==> src/rtl/alu_seq_pkg.sv <==
// alu_seq_pkg: shared types for the sequential ALU.
//   opcode_t : the 16 operation codes on the 4-bit opcode input
//   state_t  : controller states (IDLE, MUL, SHIFT)
//   is_multi : true for opcodes that can take more than one cycle
package alu_seq_pkg;

    typedef enum logic [3:0] {
        OP_PASSA = 4'b0000,
        OP_PASSB = 4'b0001,
        OP_NOT   = 4'b0010,
        OP_ADD   = 4'b0011,
        OP_SUB   = 4'b0100,
        OP_AND   = 4'b0101,
        OP_OR    = 4'b0110,
        OP_XOR   = 4'b0111,
        OP_ROR   = 4'b1000,
        OP_SRC   = 4'b1001,
        OP_SRL   = 4'b1010,
        OP_SLL   = 4'b1011,
        OP_MUL   = 4'b1100,
        OP_BSHR  = 4'b1101,
        OP_CMP   = 4'b1110,
        OP_RSVD  = 4'b1111
    } opcode_t;

    typedef enum logic [1:0] {
        IDLE  = 2'd0,
        MUL   = 2'd1,
        SHIFT = 2'd2
    } state_t;

    // BSHR by zero is still reported here; the controller finishes it in one cycle.
    function automatic logic is_multi(input opcode_t op);
        logic multi;
        case (op)
            OP_MUL:  multi = 1'b1;
            OP_BSHR: multi = 1'b1;
            default: multi = 1'b0;
        endcase
        return multi;
    endfunction

endpackage

==> src/rtl/alu_comb.sv <==
// alu_comb: combinational core for every operation that finishes in one cycle.
// Ports:
//   a, b    : WIDTH-bit operands
//   cin     : carry in
//   opcode  : operation select (alu_seq_pkg::opcode_t encoding)
//   res     : 2*WIDTH-bit zero-extended result
//   cout    : carry / shifted-out bit for the ops that define one, else 0
// MUL, CMP and the reserved code give 0. BSHR gives a, which is its result
// for a zero shift distance (the only case the controller uses it for).
module alu_comb
    import alu_seq_pkg::*;
#(
    parameter int WIDTH = 4
) (
    input  logic [WIDTH-1:0]   a,
    input  logic [WIDTH-1:0]   b,
    input  logic               cin,
    input  logic [3:0]         opcode,
    output logic [2*WIDTH-1:0] res,
    output logic               cout
);

    localparam int RW = 2 * WIDTH;

    logic [WIDTH:0]   sum_s;
    logic [WIDTH:0]   diff_s;
    logic [WIDTH-1:0] low_s;
    opcode_t          op_s;

    assign op_s   = opcode_t'(opcode);
    // Subtraction reuses the adder form a + ~b + cin; cin=1 yields a - b.
    assign sum_s  = {1'b0, a} + {1'b0, b}  + {{WIDTH{1'b0}}, cin};
    assign diff_s = {1'b0, a} + {1'b0, ~b} + {{WIDTH{1'b0}}, cin};

    // Select the low WIDTH result bits and carry for each single-cycle op.
    always_comb begin
        low_s = {WIDTH{1'b0}};
        cout  = 1'b0;
        case (op_s)
            OP_PASSA: low_s = a;
            OP_PASSB: low_s = b;
            OP_NOT:   low_s = ~a;
            OP_ADD: begin
                low_s = sum_s[WIDTH-1:0];
                cout  = sum_s[WIDTH];
            end
            OP_SUB: begin
                low_s = diff_s[WIDTH-1:0];
                cout  = diff_s[WIDTH];
            end
            OP_AND:   low_s = a & b;
            OP_OR:    low_s = a | b;
            OP_XOR:   low_s = a ^ b;
            OP_ROR:   low_s = {a[0], a[WIDTH-1:1]};
            OP_SRC: begin
                low_s = {cin, a[WIDTH-1:1]};
                cout  = a[0];
            end
            OP_SRL: begin
                low_s = {1'b0, a[WIDTH-1:1]};
                cout  = a[0];
            end
            OP_SLL: begin
                low_s = {a[WIDTH-2:0], 1'b0};
                cout  = a[WIDTH-1];
            end
            OP_BSHR:  low_s = a;
            default: begin
                low_s = {WIDTH{1'b0}};
                cout  = 1'b0;
            end
        endcase
    end

    // Widen to the full result; ADD also carries its carry-out into bit WIDTH.
    always_comb begin
        res = {RW{1'b0}};
        if (op_s == OP_ADD) begin
            res = {{(WIDTH-1){1'b0}}, sum_s};
        end else begin
            res = {{WIDTH{1'b0}}, low_s};
        end
    end

endmodule

==> src/rtl/alu_seq.sv <==
// alu_seq: clocked ALU with registered result/flags and a start/busy/done
// handshake. Single-cycle ops come from alu_comb; MUL (shift-add) and BSHR
// (one bit per cycle) run in the MUL and SHIFT states.
// Ports:
//   clk, reset : clock, synchronous active-high reset
//   start      : operation request, taken only while busy=0
//   a, b, Cin  : operands and carry in
//   opcode     : operation select
//   busy       : a multi-cycle op is running
//   done       : one-cycle pulse when f and the flags update
//   f          : 2*WIDTH-bit registered result
//   Cout       : registered carry out
//   aGTb       : registered a > b (unsigned) of the operands taken at start
//   fEq0       : registered f == 0
module alu_seq
    import alu_seq_pkg::*;
#(
    parameter int WIDTH = 4,
    parameter int CNT_W = $clog2(WIDTH + 1)
) (
    input  logic               clk,
    input  logic               reset,
    input  logic               start,
    input  logic [WIDTH-1:0]   a,
    input  logic [WIDTH-1:0]   b,
    input  logic               Cin,
    input  logic [3:0]         opcode,
    output logic               busy,
    output logic               done,
    output logic [2*WIDTH-1:0] f,
    output logic               Cout,
    output logic               aGTb,
    output logic               fEq0
);

    localparam int RW = 2 * WIDTH;
    localparam logic [CNT_W-1:0] CNT_ONE  = {{(CNT_W-1){1'b0}}, 1'b1};
    localparam logic [CNT_W-1:0] CNT_FULL = CNT_W'(WIDTH);
    localparam logic [WIDTH:0]   W_EXT    = (WIDTH+1)'(WIDTH);

    state_t           state_r;
    logic [CNT_W-1:0] cnt_r;
    logic [RW-1:0]    acc_r;
    logic [RW-1:0]    mcand_r;
    logic [WIDTH-1:0] mplier_r;
    logic [WIDTH-1:0] shreg_r;
    logic             agtb_pend_r;
    logic [RW-1:0]    f_r;
    logic             cout_r;
    logic             agtb_r;
    logic             feq0_r;
    logic             done_r;
    logic             busy_r;

    opcode_t          op_s;
    logic [RW-1:0]    comb_res_s;
    logic             comb_cout_s;
    logic             take_mul_s;
    logic             take_shift_s;
    logic [CNT_W-1:0] shift_cnt_s;
    logic [RW-1:0]    mul_acc_next_s;
    logic [WIDTH-1:0] shift_next_s;

    assign op_s = opcode_t'(opcode);

    alu_comb #(
        .WIDTH (WIDTH)
    ) u_comb (
        .a      (a),
        .b      (b),
        .cin    (Cin),
        .opcode (opcode),
        .res    (comb_res_s),
        .cout   (comb_cout_s)
    );

    // Dispatch of a start seen in IDLE: MUL always iterates, BSHR only for b > 0.
    always_comb begin
        take_mul_s   = 1'b0;
        take_shift_s = 1'b0;
        if (is_multi(op_s)) begin
            if (op_s == OP_MUL) begin
                take_mul_s = 1'b1;
            end else if (b != {WIDTH{1'b0}}) begin
                take_shift_s = 1'b1;
            end else begin
                take_shift_s = 1'b0;
            end
        end else begin
            take_mul_s   = 1'b0;
            take_shift_s = 1'b0;
        end
    end

    // Shift distance is clamped to WIDTH: further shifting only keeps zeros.
    always_comb begin
        shift_cnt_s = CNT_FULL;
        if ({1'b0, b} >= W_EXT) begin
            shift_cnt_s = CNT_FULL;
        end else begin
            shift_cnt_s = CNT_W'(b);
        end
    end

    // One shift-add step and one logical right-shift step.
    always_comb begin
        mul_acc_next_s = acc_r;
        if (mplier_r[0]) begin
            mul_acc_next_s = acc_r + mcand_r;
        end else begin
            mul_acc_next_s = acc_r;
        end
        shift_next_s = {1'b0, shreg_r[WIDTH-1:1]};
    end

    // Controller FSM with the result/flag registers and iteration datapath.
    always_ff @(posedge clk) begin
        if (reset) begin
            state_r     <= IDLE;
            cnt_r       <= {CNT_W{1'b0}};
            acc_r       <= {RW{1'b0}};
            mcand_r     <= {RW{1'b0}};
            mplier_r    <= {WIDTH{1'b0}};
            shreg_r     <= {WIDTH{1'b0}};
            agtb_pend_r <= 1'b0;
            f_r         <= {RW{1'b0}};
            cout_r      <= 1'b0;
            agtb_r      <= 1'b0;
            feq0_r      <= 1'b1;
            done_r      <= 1'b0;
            busy_r      <= 1'b0;
        end else begin
            done_r <= 1'b0;
            case (state_r)
                IDLE: begin
                    if (start) begin
                        if (take_mul_s) begin
                            mcand_r     <= {{WIDTH{1'b0}}, a};
                            mplier_r    <= b;
                            acc_r       <= {RW{1'b0}};
                            cnt_r       <= CNT_FULL;
                            agtb_pend_r <= (a > b);
                            busy_r      <= 1'b1;
                            state_r     <= MUL;
                        end else if (take_shift_s) begin
                            shreg_r     <= a;
                            cnt_r       <= shift_cnt_s;
                            agtb_pend_r <= (a > b);
                            busy_r      <= 1'b1;
                            state_r     <= SHIFT;
                        end else begin
                            f_r    <= comb_res_s;
                            cout_r <= comb_cout_s;
                            agtb_r <= (a > b);
                            feq0_r <= (comb_res_s == {RW{1'b0}});
                            done_r <= 1'b1;
                        end
                    end else begin
                        state_r <= IDLE;
                    end
                end
                MUL: begin
                    acc_r    <= mul_acc_next_s;
                    mcand_r  <= {mcand_r[RW-2:0], 1'b0};
                    mplier_r <= {1'b0, mplier_r[WIDTH-1:1]};
                    cnt_r    <= cnt_r - CNT_ONE;
                    // Last step: publish the accumulator including this step's add.
                    if (cnt_r == CNT_ONE) begin
                        f_r     <= mul_acc_next_s;
                        cout_r  <= 1'b0;
                        agtb_r  <= agtb_pend_r;
                        feq0_r  <= (mul_acc_next_s == {RW{1'b0}});
                        done_r  <= 1'b1;
                        busy_r  <= 1'b0;
                        state_r <= IDLE;
                    end else begin
                        state_r <= MUL;
                    end
                end
                SHIFT: begin
                    shreg_r <= shift_next_s;
                    cnt_r   <= cnt_r - CNT_ONE;
                    if (cnt_r == CNT_ONE) begin
                        f_r     <= {{WIDTH{1'b0}}, shift_next_s};
                        cout_r  <= 1'b0;
                        agtb_r  <= agtb_pend_r;
                        feq0_r  <= (shift_next_s == {WIDTH{1'b0}});
                        done_r  <= 1'b1;
                        busy_r  <= 1'b0;
                        state_r <= IDLE;
                    end else begin
                        state_r <= SHIFT;
                    end
                end
                default: begin
                    busy_r  <= 1'b0;
                    state_r <= IDLE;
                end
            endcase
        end
    end

    assign busy = busy_r;
    assign done = done_r;
    assign f    = f_r;
    assign Cout = cout_r;
    assign aGTb = agtb_r;
    assign fEq0 = feq0_r;

endmodule

==> config.mk <==
export PLATFORM = sky130hd
export DESIGN_NAME = alu_seq
export DESIGN_NICKNAME = d
export VERILOG_FILES = /design/src/rtl/alu_seq_pkg.sv /design/src/rtl/alu_comb.sv /design/src/rtl/alu_seq.sv
export SDC_FILE = /design/constraint.sdc
export NUM_CORES = 1
export LEC_CHECK = 0
export BUFFER_PORTS_ARGS = -buffer_cell sky130_fd_sc_hd__buf_2
export CORE_AREA = 2 2 81 103
export DETAILED_ROUTE_END_ITERATION = 12
export DIE_AREA = 0 0 83 105
export PLACE_DENSITY_LB_ADDON = 0.05
export SETUP_SLACK_MARGIN = 0.5
export SLEW_MARGIN = 20
export SYNTH_ARGS = -nofsm -noshare
export SYNTH_HDL_FRONTEND = slang
export SYNTH_SLANG_ARGS = --single-unit
==> constraint.sdc <==
create_clock -name clk -period 4.6 [get_ports clk]
set_input_delay 0.46 -clock clk [delete_from_list [all_inputs] [get_ports clk]]
set_output_delay 0.46 -clock clk [all_outputs]
set_load 0.01 [all_outputs]
==> metrics.md <==
| Metric | Value |
|---|---|
| Synth Warn # | `0` |
| Critical path data required time | `4770 ps` |
| Initial core utilization | `44.2%` |
| Max-slew violations | `0` |
| Mapped Cells | `441` |
| Routed Antenna Nets | `0` |
| Most frequent cells in the layout | `nor2_1, dfxtp_1, nand2_1, a21oi_1, buf_2` |
| CP max stage cell | `fa_1` |
| Total CTS buffers | `5` |
| Leakage | `1.45 nW` |
| Top Ports | `29` |
| CP max stage delay | `roughly 500 ps` |
| Post-CTS Hold Buffers | `0` |
| Distinct cell type count after synthesis | `59` |
| Core Util, Final | `47.7%` |
| Setup Fix Bufs, Post-CTS | `0` |
| Layout area overhead | `7.98%` |
| Chip Width | `about 83 um` |
| H-tree levels | `2` |
| Synthesized flop and latch total | `42` |
| Cell area power density | `around 250 nW/um2` |
| Placed cell areas | `3560 um2` |
| Die ar. | `8720 um2` |
| Status | `finished clean` |
| Worst slew pin tran | `976 ps` |
| Post-synth ARST share | `0%` |
| Layout net count | `around 500` |
| CP Class | `in -> reg` |
| Critical path startpoint category | `input port` |
| Internal power | `0.630 mW` |
| Max Root-Sink Buffers | `2` |
| Fmax | `around 380 MHz` |
| PostCTS Resize Cnt | `0` |
| Worst path bufs/invs | `2` |
| Hold Worst Slack | `455 ps` |
| Slew headroom | `34.5%` |
| Mapped Avg Cell Area | `7.71 um2` |
| Flop pwr share | `42.3%` |
| Setup violators final | `0` |
| CP Data Arrival Time | `2830 ps` |
| DR pass1 iterations | `5` |
| Max-Cap Viols | `0` |
| Final setup TNS | `0 ps` |
| Synth Area in XOR/XNOR | `1.80%` |
| Sink Count | `42` |
| Number of enable flip-flop cells after synthesis | `0` |
| Worst Path Max Fanout | `8` |
| Synth Area in Simple Gates | `22.8%` |
| NetSw | `around 0.30 mW` |
| Worst Skew | `6.38 ps` |
| Antenna violations before repair | `0` |
| Die height | `105 um` |
| Crit-path cells | `buf_2 > inv_1 > fa_1 > o21bai_1 > a21oi_1 > xnor2_1 > a211o_1 > a211oi_1 > o221a_2 > nor3_1` |
| GPL Wtd Cong | `0.899` |
| CTS tree | `yes` |
| Post-route cell area | `3670 um2` |
| Main combinational cell family by area after synthesis | `compound AO/OA/AOI/OAI gates` |
| Comb pwr share | `roughly a quarter` |
| Dpl hpwl | `between 7000 and 8000 um` |
| # rows | `36` |
| Compound-Gate Fraction of Synth Area | `24.7%` |
| Total track usage | `22.4%` |
| Avg WL per Cell | `17.5 um` |
| Layout cells sized above 1 | `12.0%` |
| Final min period | `2660 ps` |
| Mapped cell area | `3400 um2` |
| Worst VDD drop | `0.142 mV` |
| Residual DRC | `0` |
| Nature of the critical path endpoint | `register` |
| Port buffer count | `28` |
| Root Driver | `clkbuf_8` |
| Final WL | `9530 um` |
| Post-Synth Adder-Cell Area | `12.1%` |
| DRT iter0 DRCs | `85` |
| Core area | `around 7700 um2` |
| Vias per cell | `5.83` |
| Most common cell after layout, fill and taps aside | `nor2_1` |
| Clock network power share | `32.2%` |
| Seq/Total Area, Yosys | `24.7%` |
| Hold crit path type | `reg -> reg` |
| Reg clk slew, reported paths | `90 ps` |
| Sw frac | `32.0%` |
| Unrepaired setup endpoints after global routing | `false` |
| Fin. Hold Viols | `0` |
| Vias in the first global route | `around 3,000` |
| Grt ovf | `0` |
| Synth Flop Type | `dfxtp_1` |
| Vias | `3,182` |
| Crit-path leading delay family | `compound AO/OA/AOI/OAI gates` |
| Largest net degree at the start of global routing | `43` |
| First-pass GRT wire length | `15,700 um` |
| Part of the cycle the worst path needs | `57.8%` |
| Worst-Skew Late Latency | `310 ps` |
| Mux share of post-synthesis cell area | `~7.5%` |
| Syn Nets | `~490` |
| Antenna diodes | `0` |
-- layer usage --
metal  vias up  global-route usage, %  part of all wire, %
met3        14                   2.37                  2.3
met2        54                   40.8                   53
met4         0                   8.90                  2.8
met5         -                      0                    0
met1      1502                   26.5                   42
li1       1612                      -                    -
-- through the flow --
stage          instances  power, mW  setup WS (ps)
2_1_floorplan        441      0.568           1960
3_3_place_gp         538      0.638           1630
3_5_place_dp         538      0.638           1620
4_1_cts              546      0.935           1950
5_1_grt              546      0.978           1750
6_report             546      0.927           1940
-- final timing paths --
kind	to	from	slack, ps	cells after the start
worst min register to register	f[0]	f[0]	450	2
worst min-delay path	f[0]	f[0]	450	2
worst max-delay path	f[3]	a[0]	1940	10
worst max register to register	acc_r[3]	state_r[1]	2010	8
-- registers in the layout, summed over array words and instances (netlist names) --
signal,flops
Cout,1
aGTb,1
acc_r,8
agtb_pend_r,1
busy,1
cnt_r,3
done,1
f,8
fEq0,1
mcand_r,8
mplier_r,4
shreg_r,3
state_r,2
-- cell families after synthesis --
logic type | count (synthesis)
flip-flops | 42
buffers and inverters | 55
AO/OA/AOI/OAI | 125
adder cells (fa/ha/maj) | 30
multiplexers | 25
XOR/XNOR | 7
AND/OR/NAND/NOR | 157
-- power by group through the flow --
stage / clock network (mW) / registers, mW / logic (mW)
after floorplan: 0 / 0.403 / 0.165
after global placement: 0 / 0.401 / 0.237
after detailed placement: 0 / 0.401 / 0.236
after CTS: 0.305 / 0.393 / 0.237
after global routing: 0.319 / 0.395 / 0.264
final: 0.298 / 0.392 / 0.236
-- synthesized netlist by cell type, types with 12 or more instances --
cell type	instances	share of area [%]
mux2i_1	20	5.9
inv_1	26	2.9
a22oi_1	12	2.6
ha_1	25	9.2
a211oi_1	14	3.1
o21ai_0	20	2.9
nor3_1	13	1.9
dfxtp_1	42	25
nand3_1	22	3.2
nand2_1	36	4.0
a21oi_1	31	4.6
nor2_1	48	5.3
clkbuf_1	15	1.7
-- final cells by class --
| cell class | count | area [um2] |
|---|---|---|
| fillers | 801 | 4030 |
| multi-input cells | 344 | 2340 |
| flip-flops and latches | 42 | 841 |
| repair buffers | 31 | 163 |
| well taps | 95 | 119 |
| inverters | 26 | 97.6 |
| clock buffers | 5 | 68.8 |
| clock inverters | 3 | 40.0 |
-- worst register-to-register path: stages, from the launching register on --
cell and delay, ps:
dfxtp_1 350, inv_1 80, ha_1 140, buf_4 270, inv_1 170, o21ai_1 780
o21ai_0 340, a22oi_1 270, nor2_1 50
Power figures use the tool's default switching activity.
